File: config.mk
export PLATFORM = sky130hd
export DESIGN_NAME = bus_arbiter
export DESIGN_NICKNAME = d
export VERILOG_FILES = /design/src/rtl/bus_arbiter.sv
export SDC_FILE = /design/constraint.sdc
export NUM_CORES = 1
export LEC_CHECK = 0
export CAP_MARGIN = 40
export CORE_UTILIZATION = 53
export CTS_BUF_LIST = sky130_fd_sc_hd__clkbuf_16
export DETAILED_ROUTE_END_ITERATION = 6
export GPL_ROUTABILITY_DRIVEN = 0
export PLACE_DENSITY = 0.78
export REMOVE_ABC_BUFFERS = 1
export SLEW_MARGIN = 20
export SYNTH_ARGS = -nofsm -noshare
export SYNTH_HDL_FRONTEND = slang
export SYNTH_SLANG_ARGS = --single-unit
File: constraint.sdc
create_clock -name clk -period 2 [get_ports clk]
set_clock_uncertainty 0.1 [all_clocks]
set_input_delay 0.4 -clock clk [delete_from_list [all_inputs] [get_ports clk]]
set_output_delay 0.4 -clock clk [all_outputs]
set_load 0.005 [all_outputs]
File: src/rtl/bus_arbiter.sv
// Round-robin owner of a shared tri-state bus with forced release
// after HOLD_MAX cycles and a one-cycle turnaround between drivers.
module bus_arbiter #(
  parameter int M        = 4,
  parameter int HOLD_MAX = 8,
  localparam int IW = (M > 1) ? $clog2(M) : 1,
  localparam int CW = $clog2(HOLD_MAX + 1)
) (
  input  logic          clk,
  input  logic          rst_n,
  input  logic [M-1:0]  req,
  output logic [M-1:0]  en,
  output logic [IW-1:0] grant_id,
  output logic          busy
);

  localparam logic [1:0] IDLE  = 2'd0;
  localparam logic [1:0] GRANT = 2'd1;
  localparam logic [1:0] TURN  = 2'd2;

  localparam logic [M-1:0] ONE = {{(M-1){1'b0}}, 1'b1};

  logic [1:0]    state;
  logic [IW-1:0] ptr;
  logic [IW-1:0] win;
  logic [IW-1:0] nxt_ptr;
  logic [CW-1:0] cnt;
  logic [CW-1:0] cnt_inc;
  logic          found;
  logic          rel;
  int            k;

  // First requester at or after ptr, wrapping past M-1.
  always_comb begin
    found = 1'b0;
    win   = '0;
    k     = 0;
    for (int i = 0; i < M; i++) begin
      k = int'(ptr) + i;
      if (k >= M) k = k - M;
      if (!found && req[k]) begin
        found = 1'b1;
        win   = k[IW-1:0];
      end
    end
  end

  assign cnt_inc = cnt + CW'(1);
  assign rel     = !req[grant_id] ||
                   (cnt_inc == CW'(HOLD_MAX));
  assign nxt_ptr = (grant_id == IW'(M - 1)) ?
                   '0 : grant_id + IW'(1);

  always_ff @(posedge clk or negedge rst_n) begin
    if (!rst_n) begin
      state    <= IDLE;
      en       <= '0;
      grant_id <= '0;
      busy     <= 1'b0;
      ptr      <= '0;
      cnt      <= '0;
    end else begin
      unique case (state)
        IDLE, TURN: begin
          if (found) begin
            state    <= GRANT;
            en       <= ONE << win;
            grant_id <= win;
            cnt      <= '0;
            busy     <= 1'b1;
          end else begin
            state <= IDLE;
            en    <= '0;
            busy  <= 1'b0;
          end
        end
        GRANT: begin
          cnt <= cnt_inc;
          if (rel) begin
            state <= TURN;
            en    <= '0;
            ptr   <= nxt_ptr;
          end
        end
        default: begin
          state <= IDLE;
          en    <= '0;
          busy  <= 1'b0;
        end
      endcase
    end
  end

endmodule

; ---- Word-level counts from Yosys, hierarchy flattened
; Index checks and enable logic that the tools add are counted.
; Widths: inputs -> output; s select.
[word_totals]
ramBits = 0
inputBits = 6
word_cells = 82
latchBits = 0
mem_count = 0
reg_bits = 15
mem_bits_ro = 0
[op_classes]
div_mod_pow = 0
n_lt_le_gt_ge = 9
n_shift = 1
n_mul = 0
n_bitwise = 0
n_reduce_logical = 14
add_sub_neg = 9
mux = 37
eq_ne = 6
[op_table]
columns = cell, n
row1 = $lt 32x4->1 const B, 4
row2 = $mux 32, 4
row3 = $pmux 4 s2, 2
row4 = $mux 1, 15
row5 = $mux 2, 6
row6 = $mux 4, 3
row7 = $sub 3x3->4 const B, 3
row8 = $bmux 1 s2, 5
row9 = $ge 3x3->1 const B, 3
row10 = $add 2x2->3 const B, 2
row11 = $reduce_and 2->1, 3
row12 = $add 4x1->4 const B, 1
row13 = $eq 2x2->1 const B, 2
row14 = $eq 4x4->1 const B, 1
row15 = $logic_not 1->1, 4
row16 = $ne 2x2->1 const B, 2
row17 = $pmux 2 s2, 1
row18 = $shl 1x2->4 const A, 1
row19 = $sub 2x3->4 const B, 1
row20 = $add 2x1->3 const B, 1
row21 = $ge 2x3->1 const B, 1
row22 = $logic_and 1x1->1, 3
row23 = $lt 2x3->1 const B, 1
row24 = $add 2x1->2 const B, 1
row25 = 6 further kinds, 6

; ---- Logic depth before layout (Yosys ltp)
; Gate-level depths: netlist of the first run.
[depth]
ltp_word = 18
ltp_mapped = 5
mapped_depth_nobuf = 4

; ---- Worst setup path after synthesis of the first run
; No wires, ideal clock.
[synth_timing]
kind = register to register
startpoint = register grant_id[0]
endpoint = register ptr[1]
t_required_ps = 1773
n_path_buf = 0
arrival_ps = 1342
stages_incl_launch_ff = 5
slack_ps = 431
setup_time_ps = 127
path_cell_list = dfrtp_1 > or3b_1 > a2bb2oi_2 > nand2_2 > mux2_1
[synth_via]
elab_chain_len = 5
elab_cells_between_ends = 8
classes_between = add/sub: 1 / eq/ne: 1 / mux: 3 / reduce/logical: 3
[synth_lines]
columns = item, line_no
row1 = from (decl), 13  ; output logic [IW-1:0] grant_id,
row2 = from (signal assigned), 68  ; grant_id <= win;
row3 = $bmux 1 s2, 49  ; assign rel = !req[grant_id] ||
row4 = $mux 1 (not written as such), 49
row5 = $logic_not 1->1, 49
row6 = $logic_or 1x1->1, 49
row7 = $reduce_and 2->1 (no line), n/a
row8 = to (signal assigned), 82  ; ptr <= nxt_ptr;
row9 = to (decl), 24  ; logic [IW-1:0] ptr;
; Parallel ways exist; a longest one is shown, timed or not. The select of a mux whose other input is x is not followed.
; A chain may end at the register's enable or synchronous reset.

; ---- Worst setup path in the final report of the first run
[layout_timing]
startpoint = input port req[2]
endpoint = register en[2]
[layout_via]
elab_chain_len = 16
elab_cells_between_ends = 34
classes_between = eq/ne: 1 / shift: 1 / mux: 24 / reduce/logical: 8
[layout_lines]
columns = item, line_no
row1 = from (decl), 11  ; input logic [M-1:0] req,
row2 = $bmux 1 s2, 41  ; if (!found && req[k]) begin
row3 = $mux 1 (not written as such) (2 in series), 41
row4 = $mux 1, 41
row5 = $logic_not 1->1, 41
row6 = $logic_and 1x1->1, 41
row7 = $mux 1, 41
row8 = $logic_not 1->1, 41
row9 = $logic_and 1x1->1, 41
row10 = $mux 1, 41
row11 = $logic_not 1->1, 41
row12 = $logic_and 1x1->1, 41
row13 = $mux 2, 41
row14 = $shl 1x2->4, 67  ; en <= ONE << win;
row15 = $mux 4, 65  ; if (found) begin
row16 = $pmux 4 s2, 63  ; unique case (state)
row17 = to (signal assigned), 67
row18 = to (decl), 12  ; output logic [M-1:0] en,
; Parallel ways exist; a longest one is shown, timed or not. The select of a mux whose other input is x is not followed.

==> implementation parameters, run 1 <==
Parameter                              Value

CTS
  Number of buffers inserted by hold repair at cts    0
  Buffer depth of the longest clock path    2
  Post-CTS Setup Bufs    0
  Total number of H-tree levels    1
  Post-CTS clock slew at the launch and capture registers of the worst setup and hold paths    0.05 ns
  Cell at the root of the clock tree    sky130_fd_sc_hd__clkbuf_16
  Clock latency of the later-clocked register in the worst-skew pair    0.25 ns
  Clock tree from TritonCTS    done
  Number of CTS-inserted buffers    3
  CTS Sinks    15
  Count of instances resized after the clock tree is built    0

Global routing
  GRT Residual Overflow    0
  Met1 Use GR    0.317
  Wire length of the first global-routing pass    3590 um
  Tot GR Track Use    0.258
  GRT met2 Usage    0.400
  Number of antenna violations at the first check in global routing    0
  Pin count of the biggest net entering global routing    16
  Via count of the first global-routing pass    809
  Global-route layer with the greatest usage    met2
  Met3 GRT Util    0.0857

Power
  Total power    0.00190 W
  P_leak    0.575 nW
  Maximum VDD drop    973 uV
  Power per standard cell area    1550 nW/um2

Routing
  Avg WL per Cell    15.2 um
  Routed vias    762
  Vias per cell    5.82
  Number of nets with antenna violations after detailed routing    0
  Number of detailed-routing iterations run before antenna repair    4
  Starting DRT DRC Count    9
  Remaining DRCs    0
  Final Routed Wirelength    1990 um

Critical path
  Max FO, Critical Path    5
  Critical path endpoint category    register
  Reg-to-reg critical path startpoint    grant_id[0]$_DFFE_PN0P_
  Setup slack of the most critical reg-to-reg path    0.34 ns
  Worst r2r path cells    4
  Reg2reg end    ptr[1]$_DFFE_PN0P_
  Data required, critical path    2.04 ns
  CP Launch Type    input port
  Crit path kind    input port to register
  Data arrival time of the critical path    1.92 ns

Synth
  Fraction of synthesized cell area in xor and xnor cells    0.00922
  Post-synthesis cell count    86
  Mapped cell area    950 um2
  Mux contribution to synthesized area    0.0646
  Largest family of logic cells by synthesized area    compound AO/OA/AOI/OAI gates
  Share of synthesized area occupied by flip-flops and latches    0.395
  Compound-cell area share of the yosys netlist    0.282
  Synthesized area per cell    11.0 um2
  Arithmetic-cell share of the synthesized area counting full adders, half adders and majority gates    0.0382
  Syn. warnings    0
  Flops & latches, synth    15
  Area share of and/or/nand/nor cells after synthesis    0.167
  Number of distinct library cell variants in the gate-level netlist after synthesis    42

Timing
  Slew margin rel.    0.715
  Fmax    532 MHz
  Number of setup violations in the final report    0
  Final number of max-transition violations    0
  Post-layout min period    1.88 ns
  Worst-case setup margin in the final layout    0.121 ns
  Worst Max-Slew Pin Slew    0.427 ns
  Final cycle utilization of the critical path    0.940
  Final Hold Violating Endpoints    0
  Setup repair after global routing missed its margin    no

Finish
  Number of diodes    0
  Fill cell count    106
  Fraction of layout cells with a size suffix above 1    0.271
  Signed area change from the synthesized netlist to the final layout    28.9%
  Fin nets    116

Run
  Maximum capacitance violations    0

Floorplan
  Chip height    44.3 um
  Cell Rows    14
  Number of placed I/O pins    13
  Core box area    1590 um2
  Initial Utilization    0.596
  Full die area    1970 um2
  Floorplan die width    44.3 um

Placement
  Number of port buffers    12
  DP Worst Slack    -0.134 ns
  Sum of net half-perimeters after detailed placement    1460 um

Hold path
  Hold/Removal Path Class    input port to asynchronous set/reset pin

Status
  Outcome    finished clean
[cells in the final DEF, fill, tap and decap left out, drive strengths merged, types with 3 or more instances in the layout]
master / count
dfrtp: 15
clkdlybuf4s50: 12
buf: 9
nand2: 9
nor2: 5
inv: 4
a32o: 4
a21o: 3
nand3: 3
clkbuf: 3
mux2: 3
nor2b: 3
o21ai: 3
[metrics by stage]
stage                     hold slack [ns]  setup TNS [ns]   util  instance area (um2)  instances
after floorplan                   0.00441               0      -                  923         82
after global placement              0.360          -0.327  0.716                 1140        127
after detailed placement            0.395          -0.574  0.716                 1140        127
after CTS                           0.370               0  0.768                 1220        131
after global routing                0.389               0  0.768                 1220        131
final                               0.368               0  0.768                 1220        131
[synthesized netlist by cell type, drive strengths merged]
library cell	count	area, um2
nand2b	2	12.5
and3b	2	17.5
nor2b	3	21.3
a21o	3	22.5
nor3b	1	12.5
o2111ai	1	8.76
maj3	1	11.3
o221a	1	20.0
mux2	3	41.3
xor2	1	8.76
nor2	5	18.8
mux2i	2	20.0
o221ai	1	15.0
or3b	2	17.5
nand3	3	15.0
a221oi	2	23.8
a21boi	2	15.0
a21bo	1	10.0
a2bb2oi	2	23.8
o41ai	2	43.8
ha	2	25.0
a21oi	2	10.0
dfrtp	15	375
nand2	9	36.3
o21ai	3	15.0
a32o	4	43.8
inv	4	15.0
or2b	1	7.51
a31o	1	8.76
o21bai	1	7.51
buf	4	26.3
[sequential cells by signal (all words and copies together), names as in the netlist]
name      flops
en            4
cnt           4
busy          1
state         2
grant_id      2
ptr           2
[power breakdown]
group	total (W)	switching, W	internal, W
Combinational	0.000889	0.000383	0.000506
Clock	0.000397	0.000128	0.000269
Sequential	0.000611	0.000175	0.000435
Total	0.00190	0.000686	0.00121
[routing by layer]
metal,vias up,routed length (um)
met5,-,0
met3,6,120
met2,29,907
met4,0,50
li1,361,-
met1,366,908
[area by class of cell]
type                    instances  area [um2]  area share
multi-input cells              63         533       0.436
flip-flops and latches         15         375       0.307
repair buffers                 21         188       0.153
clock buffers                   3        75.1      0.0613
well taps                      24        30.0      0.0245
inverters                       4        15.0      0.0123
clock inverters                 1        7.51     0.00613
[worst max-delay path: stages]
cell and delay (ns):
sky130_fd_sc_hd__clkdlybuf4s50_1 0.53, sky130_fd_sc_hd__nor2b_2 0.21, sky130_fd_sc_hd__a221oi_1 0.42, sky130_fd_sc_hd__nor3b_2 0.12, sky130_fd_sc_hd__a32o_2 0.23
[logic make-up (layout without fill, tap and decap cells)]
| group | count (synthesis) | in the layout |
|---|---|---|
| xor gates and xnor gates | 1 | 1 |
| buffers and inverters | 8 | 29 |
| adders and majority gates | 3 | 3 |
| muxes | 5 | 5 |
| and+or+nand+nor | 28 | 28 |
| DFF | 15 | 15 |
| AOI/OAI and AO/OA | 26 | 26 |
[how the worst max path moves through the flow]
stage                         start                 end  slack (ns)  cells after the start
3_3_place_gp                 req[1]   en[3]$_DFFE_PN0P_       -0.09                      5
4_1_cts                      req[1]   en[3]$_DFFE_PN0P_        0.12                      5
5_1_grt                      req[1]   en[2]$_DFFE_PN0P_       0.005                      5
2_1_floorplan  state[0]$_DFFE_PN0P_  ptr[1]$_DFFE_PN0P_        0.32                      4
6_report                     req[2]   en[2]$_DFFE_PN0P_        0.12                      5
3_5_place_dp                 req[2]   en[3]$_DFFE_PN0P_       -0.13                      5
No activity file was read; power rests on OpenSTA's default activity.
==> inputs of run 2 (changes only) <==
--- a/config.mk
+++ b/config.mk
@@ -10,7 +10,7 @@
 export CTS_BUF_LIST = sky130_fd_sc_hd__clkbuf_16
 export DETAILED_ROUTE_END_ITERATION = 6
 export GPL_ROUTABILITY_DRIVEN = 0
-export PLACE_DENSITY = 0.78
+export PLACE_DENSITY_LB_ADDON = 0.25
 export REMOVE_ABC_BUFFERS = 1
 export SLEW_MARGIN = 20
 export SYNTH_ARGS = -nofsm -noshare
==> implementation parameters, run 2 (synthesis gave the netlist of run 1 again) <==
Parameter                              Value

Status
  Outcome    finished clean (unchanged)

Critical path
  Data arrival time of the critical path    1.88 ns (was 1.92 ns)
  Crit path kind    input port to register (unchanged)
  Reg-to-reg critical path startpoint    grant_id[0]$_DFFE_PN0P_ (unchanged)
  CP Launch Type    input port (unchanged)
  Data required, critical path    2.04 ns (about the same)
  Maximum single-stage delay on the critical path    0.52 ns (was 0.53 ns)
  Max FO, Critical Path    5 (unchanged)
  Critical path's slowest cell    sky130_fd_sc_hd__clkdlybuf4s50_1 (unchanged)
  Setup slack of the most critical reg-to-reg path    0.34 ns (about the same)
  Critical path endpoint category    register (unchanged)
  Reg2reg end    ptr[1]$_DFFE_PN0P_ (unchanged)
  Crit-path leading delay family    compound AO/OA/AOI/OAI gates (unchanged)
  Cell Chain, Critical Path    clkdlybuf4s50_1 -> nor2b_2 -> a221oi_1 -> nor3b_2 -> a32o_2 (unchanged)
  Worst r2r path cells    4 (unchanged)
  Buffer and inverter count on the worst path    1 (unchanged)

Timing
  Slew margin rel.    0.725 (was 0.715)
  Number of setup violations in the final report    0 (unchanged)
  Fmax    544 MHz (was 532 MHz)
  Post-layout min period    1.84 ns (was 1.88 ns)
  Setup repair after global routing missed its margin    no (unchanged)
  Worst-case setup margin in the final layout    0.160 ns (was 0.121 ns)
  Final number of max-transition violations    0 (unchanged)
  Worst Max-Slew Pin Slew    0.413 ns (was 0.427 ns)
  Final Hold Violating Endpoints    0 (unchanged)
  Final cycle utilization of the critical path    0.920 (was 0.940)

Routing
  M1 WL    926 um (was 908 um)
  Number of nets with antenna violations after detailed routing    0 (unchanged)
  Vias per cell    5.86 (was 5.82)
  Starting DRT DRC Count    5 (was 9)
  Routed vias    762 (unchanged)
  Final Routed Wirelength    1980 um (was 1990 um)
  Avg WL per Cell    15.2 um (about the same)
  Top layer reached by signal wires    met4 (unchanged)
  Number of detailed-routing iterations run before antenna repair    4 (unchanged)
  Detailed route wirelength on metal3    74 um (was 120 um)
  Remaining DRCs    0 (unchanged)
  Met2 Routed Length    960 um (was 907 um)

Finish
  Fill cell count    109 (was 106)
  Fraction of layout cells with a size suffix above 1    0.264 (was 0.271)
  Fin nets    115 (was 116)
  Leading cell types in the layout, fill and taps excluded    sky130_fd_sc_hd__dfrtp_1 (15), sky130_fd_sc_hd__clkdlybuf4s50_1 (12), sky130_fd_sc_hd__nand2_1 (8), sky130_fd_sc_hd__buf_4 (8), sky130_fd_sc_hd__nor2_1 (5) (was sky130_fd_sc_hd__dfrtp_1 (15), sky130_fd_sc_hd__clkdlybuf4s50_1 (12), sky130_fd_sc_hd__buf_4 (9))
  Most common cell after layout, fill and taps aside    sky130_fd_sc_hd__dfrtp_1 (unchanged)
  Number of diodes    0 (unchanged)
  Sequential cell area in the final layout    375 um2 (unchanged)
  Area of the multi-input gates    533 um2 (unchanged)
  Signed area change from the synthesized netlist to the final layout    27.8% (was 28.9%)
  Largest registers in the final layout    cnt: 4 flops, en: 4 flops (unchanged)

CTS
  Buffer depth of the longest clock path    2 (unchanged)
  Cell at the root of the clock tree    sky130_fd_sc_hd__clkbuf_16 (unchanged)
  Total number of H-tree levels    1 (unchanged)
  Number of CTS-inserted buffers    3 (unchanged)
  Count of instances resized after the clock tree is built    0 (unchanged)
  CTS Sinks    15 (unchanged)
  Post-CTS clock slew at the launch and capture registers of the worst setup and hold paths    0.05 ns (about the same)
  Clock latency of the later-clocked register in the worst-skew pair    0.25 ns (about the same)
  Post-CTS Setup Bufs    0 (unchanged)
  Clock tree from TritonCTS    done (unchanged)
  Number of buffers inserted by hold repair at cts    0 (unchanged)

Global routing
  Pin count of the biggest net entering global routing    16 (unchanged)
  Via count of the first global-routing pass    771 (was 809)
  Wire length of the first global-routing pass    3380 um (was 3590 um)
  GRT Residual Overflow    0 (unchanged)
  Tot GR Track Use    0.243 (was 0.258)
  Number of antenna violations at the first check in global routing    0 (unchanged)

Floorplan
  Core box area    1590 um2 (unchanged)
  Initial Utilization    0.596 (unchanged)
  Full die area    1970 um2 (unchanged)
  Floorplan die width    44.3 um (unchanged)
  Chip height    44.3 um (unchanged)
  Cell Rows    14 (unchanged)
  Number of placed I/O pins    13 (unchanged)

Power
  Total power    0.00189 W (was 0.00190 W)
  Power per standard cell area    1560 nW/um2 (was 1550 nW/um2)
  P_leak    0.573 nW (was 0.575 nW)
  Maximum VDD drop    1050 uV (was 973 uV)

Run
  Maximum capacitance violations    0 (unchanged)

Hold path
  Hold/Removal Path Class    input port to asynchronous set/reset pin (unchanged)

Placement
  Number of port buffers    12 (unchanged)
  DP Worst Slack    -0.0953 ns (was -0.134 ns)
  Sum of net half-perimeters after detailed placement    1420 um (was 1460 um)
run 2: cell types whose count changed in the layout (fill, tap and decap cells not counted):
| cell | previous run | this run |
|---|---|---|
| sky130_fd_sc_hd__buf_4 | 9 | 8 |
| sky130_fd_sc_hd__clkinv_2 | 0 | 1 |
| sky130_fd_sc_hd__clkinvlp_4 | 1 | 0 |
run 2: how the worst max path moves through the flow:
stage / depth (start not counted) / slack [ns] / from / endpoint
after CTS: 5 / 0.16 / req[2] / en[2]$_DFFE_PN0P_
final: 5 / 0.16 / req[2] / en[3]$_DFFE_PN0P_
after global routing: 6 / 0.1 / req[0] / en[2]$_DFFE_PN0P_
after detailed placement: 5 / -0.1 / req[2] / en[2]$_DFFE_PN0P_
after global placement: 5 / -0.07 / req[2] / en[3]$_DFFE_PN0P_
after floorplan: 4 / 0.32 / state[0]$_DFFE_PN0P_ / ptr[1]$_DFFE_PN0P_
run 2: where the power goes:
group | switching (W) | internal [W] | total, W | leakage, nW
Sequential | 0.000184 | 0.000435 | 0.000619 | 0.191
Clock | 0.000124 | 0.000267 | 0.000391 | 0.0409
Combinational | 0.000379 | 0.000504 | 0.000883 | 0.342
run 2: final cells by class:
cell class / count / area share
clock buffers: 3 / 0.0619
clock inverters: 1 / 0.00412
inverters: 4 / 0.0124
multi-input cells: 63 / 0.439
flip-flops and latches: 15 / 0.309
well taps: 24 / 0.0247
repair buffers: 20 / 0.148
run 2: metal layers:
layer  GRT usage  up-vias
li1            -      358
met1       0.304      384
met2       0.382       18
met3      0.0694        2
met4       0.121        0
met5           0        -
run 2: stage by stage:
stage	utilization	cell area (um2)	TNS, ns	cells	hold WS, ns
2_1_floorplan	-	923	0	82	0.00441
3_3_place_gp	0.711	1130	-0.200	126	0.362
3_5_place_dp	0.711	1130	-0.382	126	0.379
4_1_cts	0.761	1210	0	130	0.381
5_1_grt	0.761	1210	0	130	0.405
6_report	0.761	1210	0	130	0.369
==> inputs of run 3 (changes only) <==
--- a/config.mk
+++ b/config.mk
@@ -6,7 +6,7 @@
 export NUM_CORES = 1
 export LEC_CHECK = 0
 export CAP_MARGIN = 40
-export CORE_UTILIZATION = 53
+export CORE_UTILIZATION = 48
 export CTS_BUF_LIST = sky130_fd_sc_hd__clkbuf_16
 export DETAILED_ROUTE_END_ITERATION = 6
 export GPL_ROUTABILITY_DRIVEN = 0
==> constraint.sdc (replaced) <==
create_clock -name clk -period 1.59 [get_ports clk]
set_clock_uncertainty 0.1 [all_clocks]
set_input_delay 0.318 -clock clk [delete_from_list [all_inputs] [get_ports clk]]
set_output_delay 0.318 -clock clk [all_outputs]
set_load 0.005 [all_outputs]
==> implementation parameters, run 3 (synthesis gave the netlist of run 1 again) <==
Parameter                              Value

Status
  Outcome    complete, but fails checks (was finished clean)
  Violations in the final reports    negative setup slack

Critical path
  Data required, critical path    1.62 ns (was 2.04 ns)
  Setup slack of the most critical reg-to-reg path    -0.03 ns (was 0.34 ns)
  Worst r2r path cells    4 (unchanged)
  Reg-to-reg critical path startpoint    state[1]$_DFFE_PN0P_ (was grant_id[0]$_DFFE_PN0P_)
  Reg2reg end    ptr[1]$_DFFE_PN0P_ (unchanged)
  Worst setup path startpoint    state[1]$_DFFE_PN0P_ (was req[2])
  Crit path kind    register to register (was input port to register)
  Max FO, Critical Path    2 (was 5)
  Data arrival time of the critical path    1.65 ns (was 1.88 ns)
  CP Launch Type    register (was input port)
  Critical path endpoint category    register (unchanged)

Finish
  Number of diodes    0 (unchanged)
  Most common cell after layout, fill and taps aside    sky130_fd_sc_hd__buf_4 (was sky130_fd_sc_hd__dfrtp_1)
  Area of the multi-input gates    571 um2 (was 533 um2)
  Fraction of layout cells with a size suffix above 1    0.440 (was 0.264)
  Post-layout instance count excluding filler cells    150 (was 130)
  Sequential cell area in the final layout    377 um2 (was 375 um2)
  Fill cell count    107 (was 109)
  Signed area change from the synthesized netlist to the final layout    48.2% (was 27.8%)
  Largest registers in the final layout    cnt: 4 flops, en: 4 flops (unchanged)
  Fin nets    134 (was 115)
  Leading cell types in the layout, fill and taps excluded    sky130_fd_sc_hd__buf_4 (23), sky130_fd_sc_hd__dfrtp_1 (14), sky130_fd_sc_hd__nand2_1 (8) (was sky130_fd_sc_hd__dfrtp_1 (15), sky130_fd_sc_hd__clkdlybuf4s50_1 (12), sky130_fd_sc_hd__nand2_1 (8), sky130_fd_sc_hd__buf_4 (8), sky130_fd_sc_hd__nor2_1 (5))

Global routing
  Tot GR Track Use    0.251 (was 0.243)
  Wire length of the first global-routing pass    3530 um (was 3380 um)
  Number of antenna violations at the first check in global routing    0 (unchanged)
  GRT Residual Overflow    0 (unchanged)
  Pin count of the biggest net entering global routing    16 (unchanged)
  Via count of the first global-routing pass    789 (was 771)

CTS
  Total number of H-tree levels    1 (unchanged)
  Clock latency of the later-clocked register in the worst-skew pair    0.25 ns (about the same)
  CTS Sinks    15 (unchanged)
  Post-CTS clock slew at the launch and capture registers of the worst setup and hold paths    0.05 ns (about the same)
  Cell at the root of the clock tree    sky130_fd_sc_hd__clkbuf_16 (unchanged)
  Number of CTS-inserted buffers    3 (unchanged)
  Clock tree from TritonCTS    done (unchanged)
  Buffer depth of the longest clock path    2 (unchanged)

Timing
  Final cycle utilization of the critical path    1.02
  Final number of max-transition violations    0 (unchanged)
  Worst-case hold slack    0.275 ns (was 0.369 ns)
  Slew margin rel.    0.795 (was 0.725)
  Post-layout min period    1.62 ns
  Worst-case setup margin in the final layout    -0.0271 ns (was 0.160 ns)
  Number of setup violations in the final report    5 (was 0)
  Final Hold Violating Endpoints    0 (unchanged)
  Worst Max-Slew Pin Slew    0.302 ns (was 0.413 ns)
  Fmax    618 MHz
  Setup repair after global routing missed its margin    yes (was no)

Placement
  Total placed cells including tap cells    140 (was 126)
  Sum of net half-perimeters after detailed placement    1570 um (was 1420 um)
  Number of port buffers    12 (unchanged)

Floorplan
  Full die area    2160 um2 (was 1970 um2)
  Core box area    1780 um2 (was 1590 um2)
  Cell Rows    15 (was 14)
  Floorplan die width    46.5 um (was 44.3 um)
  Chip height    46.5 um (was 44.3 um)
  Number of placed I/O pins    13 (unchanged)
  Initial Utilization    0.533 (was 0.596)

Routing
  Final Routed Wirelength    2710 um (was 1980 um)
  Remaining DRCs    0 (unchanged)
  Number of nets with antenna violations after detailed routing    0 (unchanged)
  Starting DRT DRC Count    11 (was 5)
  Routed vias    854 (was 762)
  Vias per cell    5.69 (was 5.86)
  Number of detailed-routing iterations run before antenna repair    4 (unchanged)
  Avg WL per Cell    18.1 um (was 15.2 um)

Power
  Maximum VDD drop    1490 uV (was 1050 uV)
  Power per standard cell area    2040 nW/um2 (was 1560 nW/um2)
  P_leak    0.695 nW (was 0.573 nW)

Hold path
  Hold/Removal Path Class    input port to asynchronous set/reset pin (unchanged)

Run
  Maximum capacitance violations    0 (unchanged)
[run 3: where the power goes]
group | internal (W) | switching (W) | leakage (nW)
combinational | 0.000949 | 0.000704 | 0.464
clock | 0.000336 | 0.000161 | 0.0409
sequential | 0.000551 | 0.000173 | 0.190
total | 0.00184 | 0.00104 | 0.695
[run 3: metrics by stage]
stage	setup slack [ns]	power, W	area (um2)	setup TNS [ns]	util
floorplan	-0.0873	0.00144	923	-0.0873	-
global placement	-0.400	0.00201	1230	-4.82	0.691
detailed placement	-0.464	0.00205	1230	-5.32	0.691
CTS	-0.0146	0.00265	1340	-0.0146	0.753
global route	-0.0457	0.00300	1410	-0.192	0.789
finish	-0.0271	0.00288	1410	-0.118	0.789
[run 3: how the worst max path moves through the flow]
stage                            to  slack, ns
6_report         ptr[1]$_DFFE_PN0P_      -0.03
4_1_cts          ptr[1]$_DFFE_PN0P_      -0.01
2_1_floorplan    ptr[1]$_DFFE_PN0P_      -0.09
5_1_grt          ptr[1]$_DFFE_PN0P_      -0.05
3_5_place_dp      en[3]$_DFFE_PN0P_      -0.46
3_3_place_gp   state[0]$_DFFE_PN0P_      -0.40
[run 3: cell type report]
| type | count | share of cell area |
|---|---|---|
| sequential | 15 | 0.268 |
| inverter | 4 | 0.0107 |
| tap | 25 | 0.0222 |
| clock buffer | 3 | 0.0533 |
| clock inverter | 1 | 0.00356 |
| multi-input combinational | 63 | 0.405 |
| timing repair buffer | 39 | 0.237 |
[run 3: worst max-delay path, stage by stage (launching register included)]
cell                        delay (ns)
sky130_fd_sc_hd__dfrtp_1          0.40
sky130_fd_sc_hd__or3b_4           0.42
sky130_fd_sc_hd__a2bb2oi_4        0.18
sky130_fd_sc_hd__nand2_2          0.10
sky130_fd_sc_hd__mux2_4           0.30
[run 3: timing repair]
| action | CTS | global route |
|---|---|---|
| hold endpoints to repair | 0 | 0 |
| hold buffers | 0 | 0 |
| buffers inserted | 3 | 3 |
| endpoints found under the setup margin | 16 | 9 |
| pin swaps | 4 | 3 |
| gates resized for setup | 9 | 11 |
[run 3: metal layers]
layer  vias up  wire length [um]  track usage
met5         -                 0            0
met3        11               114       0.0706
met2        24              1360        0.400
li1        396                 -            -
met4         0               108        0.153
met1       423              1130        0.294
